## config.mk

```make
export PLATFORM = sky130hd
export DESIGN_NAME = bcd_serial_add_ctrl
export DESIGN_NICKNAME = d
export VERILOG_FILES = /design/src/rtl/bcd_pkg.sv /design/src/rtl/bcd_serial_add_ctrl_nibble_adder_4b.sv /design/src/rtl/bcd_serial_add_ctrl.sv
export SDC_FILE = /design/constraint.sdc
export NUM_CORES = 1
export LEC_CHECK = 0
export ABC_AREA = 1
export CAP_MARGIN = 10
export CORE_ASPECT_RATIO = 0.75
export CORE_UTILIZATION = 50
export DETAILED_ROUTE_END_ITERATION = 6
export PLACE_DENSITY = 0.79
export SETUP_SLACK_MARGIN = 0.15
export SYNTH_ARGS = -nofsm -noshare
export SYNTH_HDL_FRONTEND = slang
export SYNTH_SLANG_ARGS = --single-unit
```

## constraint.sdc

```tcl
create_clock -name CLOCK_50 -period 3.59 [get_ports CLOCK_50]
set_clock_uncertainty 0.2 [all_clocks]
set_input_delay 0.5385 -clock CLOCK_50 [delete_from_list [all_inputs] [get_ports CLOCK_50]]
set_output_delay 0.5385 -clock CLOCK_50 [all_outputs]
set_load 0.02 [all_outputs]
```

## src/rtl/bcd_pkg.sv

```systemverilog
// ============================================================================
// bcd_pkg: shared state encoding and BCD constants for the serial BCD adder.
// Rev 1.0
// ============================================================================
`default_nettype none

package bcd_pkg;

  typedef enum logic [1:0] {
    ST_IDLE = 2'd0,
    ST_LOAD = 2'd1,
    ST_ADD  = 2'd2,
    ST_DONE = 2'd3
  } state_t;

  localparam int         NIB     = 4;
  localparam logic [3:0] BCD_MAX = 4'd9;
  localparam logic [3:0] BCD_ADJ = 4'd6;

endpackage

`default_nettype wire

```

## src/rtl/bcd_serial_add_ctrl_nibble_adder_4b.sv

```systemverilog
// ============================================================================
// nibble_adder_4b: combinational 4-bit ripple-carry adder shared by all digits.
// Rev 1.0
// ============================================================================
`default_nettype none

module nibble_adder_4b
  import bcd_pkg::*;
(
  input  logic [NIB-1:0] a,
  input  logic [NIB-1:0] b,
  input  logic           cin,
  output logic [NIB-1:0] sum,
  output logic           cout
);

  logic [NIB:0] c;

  always_comb begin
    c    = '0;
    sum  = '0;
    c[0] = cin;
    for (int i = 0; i < NIB; i++) begin
      sum[i]   = a[i] ^ b[i] ^ c[i];
      c[i + 1] = (a[i] & b[i]) | (c[i] & (a[i] ^ b[i]));
    end
    cout = c[NIB];
  end

endmodule

`default_nettype wire

```

## src/rtl/bcd_serial_add_ctrl.sv

```systemverilog
// ============================================================================
// bcd_serial_add_ctrl: digit-serial BCD adder, one digit per clock, LSD first.
// Optional BCD_SUB_EN adds ten's-complement subtraction (sub/borrow). Rev 1.0
// ============================================================================
`default_nettype none

module bcd_serial_add_ctrl
  import bcd_pkg::*;
#(
  parameter  int NDIG = 4,
  localparam int DW   = NIB * NDIG
) (
  input  logic          CLOCK_50,
  input  logic          resetn,
  input  logic          start,
`ifdef BCD_SUB_EN
  input  logic          sub,
  output logic          borrow,
`endif
  input  logic [DW-1:0] a_bcd,
  input  logic [DW-1:0] b_bcd,
  output logic          busy,
  output logic          done,
  output logic [DW-1:0] sum_bcd,
  output logic          cout,
  output logic          err
);

  localparam int IW = (NDIG > 1) ? $clog2(NDIG) : 1;

  state_t        state_q, state_d;
  logic          busy_q, busy_d;
  logic          done_q, done_d;
  logic [DW-1:0] sum_q, sum_d;
  logic          cout_q, cout_d;
  logic          err_q, err_d;
  logic [IW-1:0] idx_q, idx_d;
  logic [DW-1:0] a_q, a_d;
  logic [DW-1:0] b_q, b_d;
  logic          c_q, c_d;
`ifdef BCD_SUB_EN
  logic          sub_q, sub_d;
  logic          borrow_q, borrow_d;
`endif

  logic [NIB-1:0] a_dig, b_dig, nib_sum, digit;
  logic           nib_co, c_next, bad_digit;
  logic [NIB:0]   s5;

  assign a_dig = a_q[NIB-1:0];
`ifdef BCD_SUB_EN
  assign b_dig = sub_q ? (BCD_MAX - b_q[NIB-1:0]) : b_q[NIB-1:0];
`else
  assign b_dig = b_q[NIB-1:0];
`endif

  nibble_adder_4b u_nib_add (
    .a    (a_dig),
    .b    (b_dig),
    .cin  (c_q),
    .sum  (nib_sum),
    .cout (nib_co)
  );

  // Decimal correction: any 5-bit sum above 9 wraps by +6 and carries.
  assign s5     = {nib_co, nib_sum};
  assign c_next = (s5 > {1'b0, BCD_MAX});
  assign digit  = c_next ? (nib_sum + BCD_ADJ) : nib_sum;

  always_comb begin
    bad_digit = 1'b0;
    for (int i = 0; i < NDIG; i++) begin
      if ((a_q[NIB*i +: NIB] > BCD_MAX) || (b_q[NIB*i +: NIB] > BCD_MAX)) begin
        bad_digit = 1'b1;
      end
    end
  end

  always_comb begin
    state_d = state_q;
    busy_d  = busy_q;
    done_d  = 1'b0;
    sum_d   = sum_q;
    cout_d  = cout_q;
    err_d   = err_q;
    idx_d   = idx_q;
    a_d     = a_q;
    b_d     = b_q;
    c_d     = c_q;
`ifdef BCD_SUB_EN
    sub_d    = sub_q;
    borrow_d = borrow_q;
`endif
    case (state_q)
      ST_IDLE: begin
        if (start) begin
          state_d = ST_LOAD;
          busy_d  = 1'b1;
          a_d     = a_bcd;
          b_d     = b_bcd;
          sum_d   = '0;
          err_d   = 1'b0;
          idx_d   = '0;
`ifdef BCD_SUB_EN
          sub_d   = sub;
          c_d     = sub;
`else
          c_d     = 1'b0;
`endif
        end
      end
      ST_LOAD: begin
        err_d   = bad_digit;
        idx_d   = '0;
        state_d = ST_ADD;
      end
      ST_ADD: begin
        sum_d = {digit, sum_q[DW-1:NIB]};
        a_d   = a_q >> NIB;
        b_d   = b_q >> NIB;
        c_d   = c_next;
        idx_d = idx_q + IW'(1);
        if (idx_q == IW'(NDIG - 1)) begin
          state_d = ST_DONE;
          busy_d  = 1'b0;
          done_d  = 1'b1;
          cout_d  = c_next;
`ifdef BCD_SUB_EN
          borrow_d = ~c_next;
`endif
        end
      end
      default: begin
        state_d = ST_IDLE;
      end
    endcase
  end

  always_ff @(posedge CLOCK_50) begin
    if (!resetn) begin
      state_q <= ST_IDLE;
      busy_q  <= 1'b0;
      done_q  <= 1'b0;
      sum_q   <= '0;
      cout_q  <= 1'b0;
      err_q   <= 1'b0;
      idx_q   <= '0;
      a_q     <= '0;
      b_q     <= '0;
      c_q     <= 1'b0;
`ifdef BCD_SUB_EN
      sub_q    <= 1'b0;
      borrow_q <= 1'b0;
`endif
    end else begin
      state_q <= state_d;
      busy_q  <= busy_d;
      done_q  <= done_d;
      sum_q   <= sum_d;
      cout_q  <= cout_d;
      err_q   <= err_d;
      idx_q   <= idx_d;
      a_q     <= a_d;
      b_q     <= b_d;
      c_q     <= c_d;
`ifdef BCD_SUB_EN
      sub_q    <= sub_d;
      borrow_q <= borrow_d;
`endif
    end
  end

  assign busy    = busy_q;
  assign done    = done_q;
  assign sum_bcd = sum_q;
  assign cout    = cout_q;
  assign err     = err_q;
`ifdef BCD_SUB_EN
  assign borrow  = borrow_q;
`endif

endmodule

`default_nettype wire

```

# Word level (Yosys, flattened, before mapping)
# Cells that the tools add are included.
word_totals:
  regBits: 57
  inputBits: 35
  output_inout_bits: 20
classes:
  addsub: 2
  order_cmp: 9
  eq_ne: 5
  n_mux: 23
  n_bitwise: 20
  reduce_logical: 15
op_table:
  columns: ["op", "count"]
  rows:
  - ["case mux 16 bit (2 select lines)", 3]
  - ["2-to-1 mux 16 bit", 3]
  - ["> comparator 4 bit, second input constant", 8]
  - ["case mux 2 bit (3 select lines)", 2]
  - ["AND reduction 2 bit", 6]
  - ["AND 1 bit", 8]
  - ["2-to-1 mux 1 bit", 8]
  - ["XOR 1 bit", 8]
  - ["2-to-1 mux 2 bit", 3]
  - ["case mux 1 bit (2 select lines)", 3]
  - ["> comparator 5 x 4 -> 1 bit, second input constant", 1]
  - ["adder 4 x 3 -> 4 bit, second input constant", 1]
  - ["equality test 2 bit, second input constant", 2]
  - ["logical OR 1 bit", 4]
  - ["2-to-1 mux 4 bit", 1]
  - ["!= test 2 bit, second input constant", 2]
  - ["OR 1 bit", 4]
  - ["nonzero test 2 bit", 2]
  - ["AND reduction 3 bit", 1]
  - ["nonzero test 3 bit", 1]
  - ["adder 2 x 1 -> 2 bit, second input constant", 1]
  - ["equality test 2 x 1 -> 1 bit, second input constant", 1]
  - ["zero test 2 bit", 1]

# Depth between registers and ports, before layout
# Gate-level depths: netlist of the first run.
logic_depth:
  depth_word: 12
  mapped_depth: 15
  mapped_depth_nobuf: 15

# Hierarchy
# Synthesis of the first run repeated with hierarchy kept, for this count alone.
hier_totals:
  hier_cells: 351
  area_unflattened_um2: 2622.5
by_module_without_submodules:
  columns: ["module", "n_inst", "cells_per_inst", "area_per_inst_um2", "seq_area_each_um2"]
  rows:
  - ["bcd_serial_add_ctrl", 1, 337, 2504.9, 1141.1]
  - ["nibble_adder_4b", 1, 14, 117.6, 0.0]

# Least setup slack after synthesis of the first run
# Ideal clock, no wire load.
synth_path:
  kind: "reg2reg"
  start: "register a_q[0]"
  end: "register sum_q[15], in the netlist sum_bcd[15]"
  setup_ns: 0.132
  t_arrival_ns: 2.261
  t_required_ns: 3.258
  path_slack_ns: 0.997
  stages_incl_launch_ff: 14
  path_buffers: 0
  period_less_slack_ns: 2.593
  path_cell_list: "dfxtp_1 inv_1 fa_1 inv_1 fa_1 fa_1 fa_1 nand2_1 inv_1 nand2_1 nand2_1 nand3_1 nand2_1 a21oi_1"
synth_via:
  elab_chain_len: 12
  elab_cells_between_ends: 18
  cone_classes: "1 x add/sub; 1 x order compare; 2 x mux; 14 x bitwise"
synth_rtl:
  columns: ["item", "line", "rtl"]
  rows:
  - ["start, declared", "bcd_serial_add_ctrl.sv:38", "logic [DW-1:0] a_q, a_d;"]
  - ["start signal, assigned", "bcd_serial_add_ctrl.sv:148", "a_q <= '0;"]
  - ["start signal, assigned", "bcd_serial_add_ctrl.sv:163", "a_q <= a_d;"]
  - ["XOR 1 bit", "bcd_serial_add_ctrl_nibble_adder_4b.sv:24, bcd_serial_add_ctrl_nibble_adder_4b.sv:25", null]
  - ["AND 1 bit", "bcd_serial_add_ctrl_nibble_adder_4b.sv:25", "c[i + 1] = (a[i] & b[i]) | (c[i] & (a[i] ^ b[i]));"]
  - ["OR 1 bit", "bcd_serial_add_ctrl_nibble_adder_4b.sv:25", null]
  - ["AND 1 bit", "bcd_serial_add_ctrl_nibble_adder_4b.sv:25", null]
  - ["OR 1 bit", "bcd_serial_add_ctrl_nibble_adder_4b.sv:25", null]
  - ["AND 1 bit", "bcd_serial_add_ctrl_nibble_adder_4b.sv:25", null]
  - ["OR 1 bit", "bcd_serial_add_ctrl_nibble_adder_4b.sv:25", null]
  - ["AND 1 bit", "bcd_serial_add_ctrl_nibble_adder_4b.sv:25", null]
  - ["OR 1 bit", "bcd_serial_add_ctrl_nibble_adder_4b.sv:25", null]
  - ["> comparator 5 x 4 -> 1 bit", "bcd_serial_add_ctrl.sv:67", "assign c_next = (s5 > {1'b0, BCD_MAX});"]
  - ["2-to-1 mux 4 bit (*)", "bcd_serial_add_ctrl.sv:68", "assign digit = c_next ? (nib_sum + BCD_ADJ) : nib_sum;"]
  - ["case mux 16 bit (2 select lines) (*)", "bcd_serial_add_ctrl.sv:94", "case (state_q)"]
  - ["end signal, assigned", "bcd_serial_add_ctrl.sv:159", "sum_q <= sum_d;"]
  - ["end, declared", "bcd_serial_add_ctrl.sv:34", "logic [DW-1:0] sum_q, sum_d;"]
# Mark *: on every way between the ends. The rest lies on a longest branch, timed or not.
# A chain may end at the register's enable or synchronous reset.

# Worst setup path after layout of the first run
# Ends and elaborated chain as after synthesis.

==> results_dict.tcl, run 1 <==
set metrics [dict create \
    core_area_sq_um 4650 \
    p_per_area_nw_per_um2 755 \
    power_mw 2.45 \
    ys_seq_area_share_pct 45.2 \
    worst-path-max-fanout 4 \
    ys_ff_latch 57 \
    clk_pin_slew_ns 0.06 \
    grt_overflow 0 \
    ios 55 \
    final_nets 436 \
    min_period_ns 2.82 \
    n_antenna_cell 0 \
    routed_via_density 5.32 \
    dp_cells 437 \
    drv_slew 0 \
    hold_viol 0 \
    hpwl_microns 4030 \
    violations "DRC" \
    critical_path_class "flop to flop" \
    slowest_stage "fa_1" \
    register_area_sq_um 1140 \
    syn_area_sq_um 2520 \
    worstSkewPairLatency_ns 0.34 \
    status "complete, but fails checks" \
    drive_gt1_share_pct 6.06 \
    cts_resized 0 \
    hold_path.class "flop to flop" \
    relSlewSlack_pct 34.5 \
    layout_commonest_cell "nand2_1" \
    rows 21 \
    io_buffer_count 54 \
    gp_congestion 0.825 \
    grt_pass1_wl_microns 10600 \
    r2r_start "a_q[0]" \
    max_stage_delay_ns 0.56 \
    cp.required_ns 3.56 \
    htreeDepth 3 \
    rsz0062_at_grt "no" \
    syn_area_per_cell_sq_um 7.40 \
    final_util_pct 69.6 \
    p_leak_nw 1.29 \
    synth_nets 386 \
    syn_to_final_growth_pct 28.3 \
    worst_slew_pin_slew_ns 0.982 \
    grt_pass1_vias 2309 \
    synth_top_area_cell "dfxtp_1" \
    finalCritPeriodShare_pct 78.7 \
    drv_cap 0 \
    synth_edf_count 0 \
    async_flop_share_pct 0 \
    hold_buffers 0 \
    worstPathCellList "inv_1 > fa_1 > inv_1 > fa_1 > fa_1 > fa_1 > nand2_1 > inv_1 > nand2_1 > nand2_1 > nand3_1 > nand2_1 > a21oi_1" \
    fillCellCount 397 \
    wl_per_cell_microns 13.2 \
    cts_root_buf "clkbuf_8" \
    grt_max_degree 32 \
    die_h_microns 63.5 \
    worst-path-buf-inv 3 \
    cp_data_arrival_time_ns 2.80 \
    drc 6 \
    instances_no_fill 453 \
    multi_input_area_sq_um 1200 \
    synth-main-ff-cell "dfxtp_1" \
    synth_warnings 0 \
    final_antenna_net_count 0 \
    postCtsSetupBuffers 0 \
    critPathLaunch "a_q[0]" \
    final_cell_mix "nand2_1 (117), dfxtp_1 (57), clkdlybuf4s50_1 (54), o21ai_0 (35), a21oi_1 (34)" \
    drt_iter0_markers 177 \
    synth_cells 341 \
    cts_inserted_buffers 9 \
    die_area_sq_um 5340 \
    cp-start-kind "flop" \
    setup_viol 0 \
    antenna_found_initial 0 \
    setup_tns_ns 0 \
    synth_top_area_share_pct 45.2 \
    initial_utilization_pct 54.3 \
    finalWirelength_microns 5980 \
    clock_sinks 57 \
    crit_path_end_kind "flop" \
    die_x_microns 84.0 \
    ir_drop_v 0.000494 \
    hold_start "sum_bcd[0]" \
    ys_types 19 \
    cts_tree "built" \
    dr_total_vias 2409 \
    synth_top_cells_by_area "dfxtp_1 (45%), nand2_1 (17%), o21ai_0 (6.9%)" \
    drt_first_pass_iters 6 \
    max_clock_freq_ghz 0.354 \
    cts_buffer_depth 2 \
    crit_family "adder cells" \
    grt_util_all_layers_pct 25.6 \
]
-- cell families after synthesis --
family | synth area share [%]
AND/OR/NAND/NOR | 21.6
AO/OA/AOI/OAI | 19.9
flip-flops | 45.2
buffers and inverters | 7.14
adder cells (fa/ha/maj) | 6.15
-- worst min-delay path: stages, from the launching register on --
cell     delay, ns
dfxtp_1       0.31
nand2_1       0.06
a21oi_1       0.05
-- path summary, 6_finish.rpt --
path / depth (start not counted) / slack, ns / endpoint
worst max-delay path: 13 / 0.77 / sum_bcd[15]
worst min register to register: 2 / 0.26 / sum_bcd[0]
worst max register to register: 13 / 0.77 / sum_bcd[15]
worst min-delay path: 2 / 0.26 / sum_bcd[0]
-- power breakdown --
| group | switching (mW) | internal (mW) |
|---|---|---|
| Combinational | 0.668 | 0.347 |
| Clock | 0.242 | 0.285 |
| Sequential | 0.113 | 0.791 |
| Total | 1.02 | 1.42 |
-- cell type report --
class / count / share of cell area, %
Multi-Input combinational cell: 243 / 37.1
Sequential cell: 57 / 35.2
Timing Repair Buffer: 57 / 17.4
Clock buffer: 13 / 4.91
Inverter: 23 / 2.67
Tap cell: 57 / 2.20
Clock inverter: 3 / 0.464
-- routing by layer --
layer	up-vias	part of all wire, %	routed length (microns)	global-route usage [%]
met5	-	0	0	0
met1	1114	48	2870	33.1
met2	68	45	2680	40.9
li1	1223	-	-	-
met3	4	6.3	379	7.34
met4	0	0.82	49	9.48
-- synthesized netlist by cell type, types with 6 or more instances --
library cell / instances
clkbuf_1: 9
ha_1: 6
o21ai_0: 35
a31oi_1: 24
inv_1: 19
nor2_1: 8
buf_2: 6
nand2_1: 117
nand3_1: 10
dfxtp_1: 57
a21oi_1: 34
-- registers in the layout (all words and copies together), names as in the netlist, 2 cells and up --
register / count
idx_q: 2
b_q: 16
sum_bcd: 16
state_q: 2
a_q: 16
-- stage by stage --
step                      hold WS, ns  setup slack (ns)  area (sq um)
after detailed placement        0.256             0.786          3060
after global routing            0.283             0.596          3240
after global placement          0.249             0.870          3060
after floorplan                 0.239             0.997          2520
final                           0.260             0.765          3240
after CTS                       0.265             0.799          3240
Note: power is estimated with default switching activity, not from simulation.
==> run 2, diff against run 1 <==
Clock period 3.59 ns to 2.73 ns, I/O delays scaled along.
==> results_dict.tcl, run 2 (synthesis results as in run 1) <==
set metrics [dict create \
    status "complete, but fails checks" \
    violations "DRC" \
    clock_sinks 57 \
    timing.hold.ws_ns 0.257 \
    htreeDepth 3 \
    seqPwrFrac_pct 35.0 \
    hpwl_microns 4010 \
    grt_util_all_layers_pct 24.7 \
    hold_path.class "flop to flop" \
    fillCellCount 396 \
    dpl_cell_area_sq_um 3080 \
    dp_cells 438 \
    clk_pin_slew_ns 0.06 \
    p_leak_nw 1.30 \
    drive_gt1_share_pct 11.5 \
    drc 6 \
    cp-start-kind "flop" \
    die_x_microns 84.0 \
    ios 55 \
    cts_buffer_depth 2 \
    slowest_stage "fa_2" \
    grt_max_degree 50 \
    rsz0062_at_grt "yes" \
    max_stage_delay_ns 0.58 \
    setup_tns_ns 0 \
    antenna_found_initial 0 \
    cp-endpoint "sum_bcd[13]" \
    worst-path-max-fanout 3 \
    grt_pass1_wl_microns 10200 \
    final_nets 439 \
    drv_cap 0 \
    finalWirelength_microns 6120 \
    swShare_pct 42.0 \
    crit_path_end_kind "flop" \
    critical_path_class "flop to flop" \
    comb_power_share_pct 45.0 \
    cts_root_buf "clkbuf_8" \
    core_area_sq_um 4650 \
    cts_inserted_buffers 9 \
    relSlewSlack_pct 70.9 \
    gp_congestion 0.866 \
    die_h_microns 63.5 \
    cp.required_ns 2.81 \
    grt_pass1_vias 2256 \
    wl_per_cell_microns 13.4 \
    p_int_mw 1.99 \
    layout_commonest_cell "nand2_1" \
    worst_slew_pin_slew_ns 0.436 \
    hold_start "sum_bcd[3]" \
    path_depth 12 \
    grtUsageMet3_pct 8.91 \
    grt_overflow 0 \
    finalCritPeriodShare_pct 97.2 \
    setup_viol 0 \
    max_clock_freq_ghz 0.377 \
    rows 21 \
    n_antenna_cell 0 \
    die_area_sq_um 5340 \
    gr-max-usage-layer "met2" \
    ir_drop_v 0.000652 \
    holdPathStages 2 \
    cp_data_arrival_time_ns 2.73 \
    syn_to_final_growth_pct 31.2 \
    rr_worst_depth 12 \
    routed_via_density 5.23 \
    use_met1_pct 31.3 \
    cp_common_cell "fa_2" \
    final_cell_mix "nand2_1 (114), dfxtp_1 (55), clkdlybuf4s50_1 (54), o21ai_0 (34), a21oi_1 (33)" \
    reg2reg_to "sum_bcd[13]" \
    crit_family "adder cells" \
    dr_total_vias 2386 \
    min_period_ns 2.65 \
    grtUsageMet2_pct 39.9 \
    worst-path-buf-inv 3 \
    r2r_start "b_q[0]" \
    drv_slew 0 \
    clkPwrFrac_pct 20.1 \
    cts_tree "built" \
    instances_no_fill 456 \
    r2r_slack_ns 0.08 \
    final_antenna_net_count 0 \
    power_switching_mw 1.44 \
    drt_first_pass_iters 7 \
    p_per_area_nw_per_um2 1040 \
    hold_viol 0 \
    drt_iter0_markers 123 \
    critPathLaunch "b_q[0]" \
    worstPathCellList "inv_2 > fa_2 > inv_2 > fa_2 > fa_2 > fa_2 > inv_2 > nor2_1 > nand3_1 > nand3_1 > nand3_2 > a21oi_2" \
    initial_utilization_pct 54.3 \
    fin_area_sq_um 3310 \
    worstSkewPairLatency_ns 0.34 \
    io_buffer_count 54 \
    power_mw 3.43 \
]
run 2: tightest hold or removal path, stage by stage, from the launching register on:
cell and delay, ns:
dfxtp_1 0.30, nand2_1 0.06, a21oi_1 0.05
run 2: area by class of cell:
class	count	area (sq um)	share of cell area, %
clock buffer	13	159	4.80
clock inverter	3	15.0	0.453
inverter	23	86.3	2.61
multi-input combinational	243	1250	37.8
sequential	57	1140	34.5
tap	57	71.3	2.15
timing repair buffer	60	586	17.7
run 2: metal layers:
metal,part of all wire [%],vias to the layer above
met4,1.3,0
met3,6.0,10
li1,-,1230
met2,46,65
met1,47,1081
met5,0,-
run 2: worst min-delay path by stage:
stage | end | slack, ns
final | sum_bcd[3] | 0.26
after global routing | sum_bcd[10] | 0.29
after CTS | sum_bcd[3] | 0.26
after detailed placement | sum_bcd[3] | 0.25
after global placement | sum_bcd[0] | 0.25
after floorplan | a_q[12] | 0.24
run 2: power by group through the flow:
stage	registers, mW	clock network, mW	logic, mW
2_1_floorplan	1.19	0	1.00
3_3_place_gp	1.20	0	1.26
3_5_place_dp	1.20	0	1.31
4_1_cts	1.19	0.694	1.39
5_1_grt	1.23	0.742	1.72
6_report	1.20	0.689	1.54
run 2: stage by stage:
| step | setup WS [ns] | utilization (%) |
|---|---|---|
| after floorplan | 0.158 | - |
| after global placement | 0.0706 | 66.2 |
| after detailed placement | 0.0254 | 66.2 |
| after CTS | 0.153 | 70.4 |
| after global routing | -0.0401 | 71.2 |
| final | 0.0761 | 71.2 |
run 2: what timing repair did:
| item | 4_1_cts | 5_1_grt |
|---|---|---|
| hold buffers | 0 | 0 |
| pin swaps | 4 | 1 |
| buffers inserted | 2 | 0 |
| endpoints found under the hold margin | 0 | 0 |
| setup endpoints to repair | 5 | 5 |
| gates resized for setup | 5 | 16 |
==> run 3, diff against run 2 <==
Settings changed: CORE_ASPECT_RATIO 0.75 to not set, SKIP_LAST_GASP set to 1.
==> results_dict.tcl, run 3 (synthesis results as in run 1) <==
set metrics [dict create \
    status "complete, no violations" \
    comb_power_share_pct 43.3 \
    hold_path.class "flop to flop" \
    min_period_ns 2.70 \
    crit_path_end_kind "flop" \
    r2r_slack_ns 0.03 \
    clock_sinks 57 \
    grtUsageMet2_pct 39.9 \
    r2r_start "a_q[0]" \
    worstPathCellList "inv_2 > fa_1 > inv_1 > fa_2 > fa_2 > fa_1 > inv_1 > nor2_1 > nand3_1 > nand3_1 > nand3_2 > a21oi_2" \
    holdPathStages 2 \
    use_met1_pct 29.9 \
    grt_max_degree 35 \
    finalCritPeriodShare_pct 98.9 \
    swShare_pct 40.4 \
    cp-start-kind "flop" \
    htreeDepth 3 \
    final_nets 440 \
    p_leak_nw 1.32 \
    setup_viol 0 \
    relSlewSlack_pct 69.3 \
    max_clock_freq_ghz 0.370 \
    cts_root_buf "clkbuf_8" \
    worst-path-buf-inv 3 \
    ir_drop_v 0.000803 \
    ios 55 \
    clkPwrFrac_pct 23.1 \
    worst-path-max-fanout 3 \
    cts_tree "built" \
    grt_pass1_vias 2206 \
    fin_area_sq_um 3370 \
    hold_viol 0 \
    hpwl_microns 3920 \
    core_area_sq_um 4790 \
    final_antenna_net_count 0 \
    p_per_area_nw_per_um2 1050 \
    whs_endpoint "b_q[0]" \
    grt_pass1_wl_microns 9800 \
    rows 25 \
    seqPwrFrac_pct 33.6 \
    hold_start "b_q[4]" \
    instances_no_fill 467 \
    drc 0 \
    grt_overflow 0 \
    die_area_sq_um 5340 \
    dp_cells 448 \
    power_mw 3.55 \
    dr_total_vias 2441 \
    final_cell_mix "nand2_1 (115), dfxtp_1 (55), clkdlybuf4s50_1 (54), o21ai_0 (34), a21oi_1 (33)" \
    hold_buffers 0 \
    drt_first_pass_iters 4 \
    die_h_microns 73.0 \
    dpl_cell_area_sq_um 3100 \
    cp_data_arrival_time_ns 2.77 \
    n_antenna_cell 0 \
    drive_gt1_share_pct 10.3 \
    clk_pin_slew_ns 0.06 \
    routed_via_density 5.23 \
    antenna_found_initial 0 \
    drt_iter0_markers 199 \
    drv_slew 0 \
    worst_slew_pin_slew_ns 0.460 \
    syn_to_final_growth_pct 33.4 \
    slowest_stage "fa_1" \
    die_x_microns 73.0 \
    max_stage_delay_ns 0.54 \
    reg2reg_to "sum_bcd[14]" \
    gr-max-usage-layer "met2" \
    rr_worst_depth 12 \
    worstSkewPairLatency_ns 0.34 \
    gp_congestion 0.884 \
    wl_per_cell_microns 13.1 \
    p_int_mw 2.12 \
    cts_buffer_depth 2 \
    crit_family "adder cells" \
    initial_utilization_pct 52.7 \
    rsz0062_at_grt "yes" \
    io_buffer_count 54 \
    power_switching_mw 1.43 \
    grt_util_all_layers_pct 24.3 \
    cp.required_ns 2.80 \
    layout_commonest_cell "nand2_1" \
    drv_cap 0 \
    finalWirelength_microns 6130 \
    critical_path_class "flop to flop" \
    grtUsageMet3_pct 7.04 \
    cts_inserted_buffers 9 \
]
==> run 3: cell types whose count changed in the layout (fill, tap and decap cells not counted), moves of 2 or more <==
cell,before,now
fa_1,0,2
clkinv_2,3,1
nand2_4,2,0
inv_2,11,7
fa_2,4,2
inv_1,12,16
==> run 3: routing by layer <==
layer  routed length (microns)  vias up  share of wire, %
met3                       283       12               4.6
li1                          -     1230                 -
met5                         0        -                 0
met2                      3040       60                50
met1                      2720     1139                44
met4                        89        0               1.5
==> run 3: cell type report <==
| cell class | instances | area, sq um |
|---|---|---|
| fillers | 401 | 1420 |
| multi-input cells | 243 | 1240 |
| flip-flops and latches | 57 | 1140 |
| repair buffers | 61 | 606 |
| clock buffers | 14 | 173 |
| inverters | 23 | 86.3 |
| well taps | 67 | 83.8 |
| clock inverters | 2 | 35.0 |
==> run 3: how the worst max path moves through the flow <==
stage           start           to  slack, ns  cells past startpoint
2_1_floorplan  a_q[0]  sum_bcd[15]       0.16                     13
3_3_place_gp   a_q[0]  sum_bcd[15]       0.08                     13
3_5_place_dp   a_q[0]  sum_bcd[15]       0.02                     13
4_1_cts        a_q[0]  sum_bcd[14]       0.11                     12
5_1_grt        b_q[0]  sum_bcd[14]      -0.08                     12
6_report       a_q[0]  sum_bcd[14]       0.03                     12
==> run 3: tightest hold or removal path, delay by kind of cell, from the launching register on <==
kind | cells | cell delay [ns]
AO/OA/AOI/OAI | 1 | 0.07
AND/OR/NAND/NOR | 1 | 0.05
flip-flops | 1 | 0.31
==> run 3: what timing repair did <==
item | 4_1_cts | 5_1_grt
pin swaps | 3 | 7
gates resized for setup | 2 | 11
endpoints found under the setup margin | 5 | 5
buffers inserted | 2 | 1
==> run 3: power groups by stage <==
stage	sequential, mW	combinational (mW)	clock, mW
after CTS	1.19	1.38	0.825
after detailed placement	1.20	1.32	0
after global routing	1.22	1.70	0.862
after floorplan	1.19	1.00	0
after global placement	1.20	1.29	0
final	1.19	1.54	0.820
==> run 3: stage by stage <==
stage,worst slack (ns),TNS [ns],utilization (%),hold slack (ns)
after floorplan,0.158,0,-,0.239
after global placement,0.0781,0,64.8,0.251
after detailed placement,0.0232,0,64.8,0.256
after CTS,0.110,0,69.5,0.263
after global routing,-0.0793,-0.102,70.3,0.281
final,0.0289,0,70.3,0.258
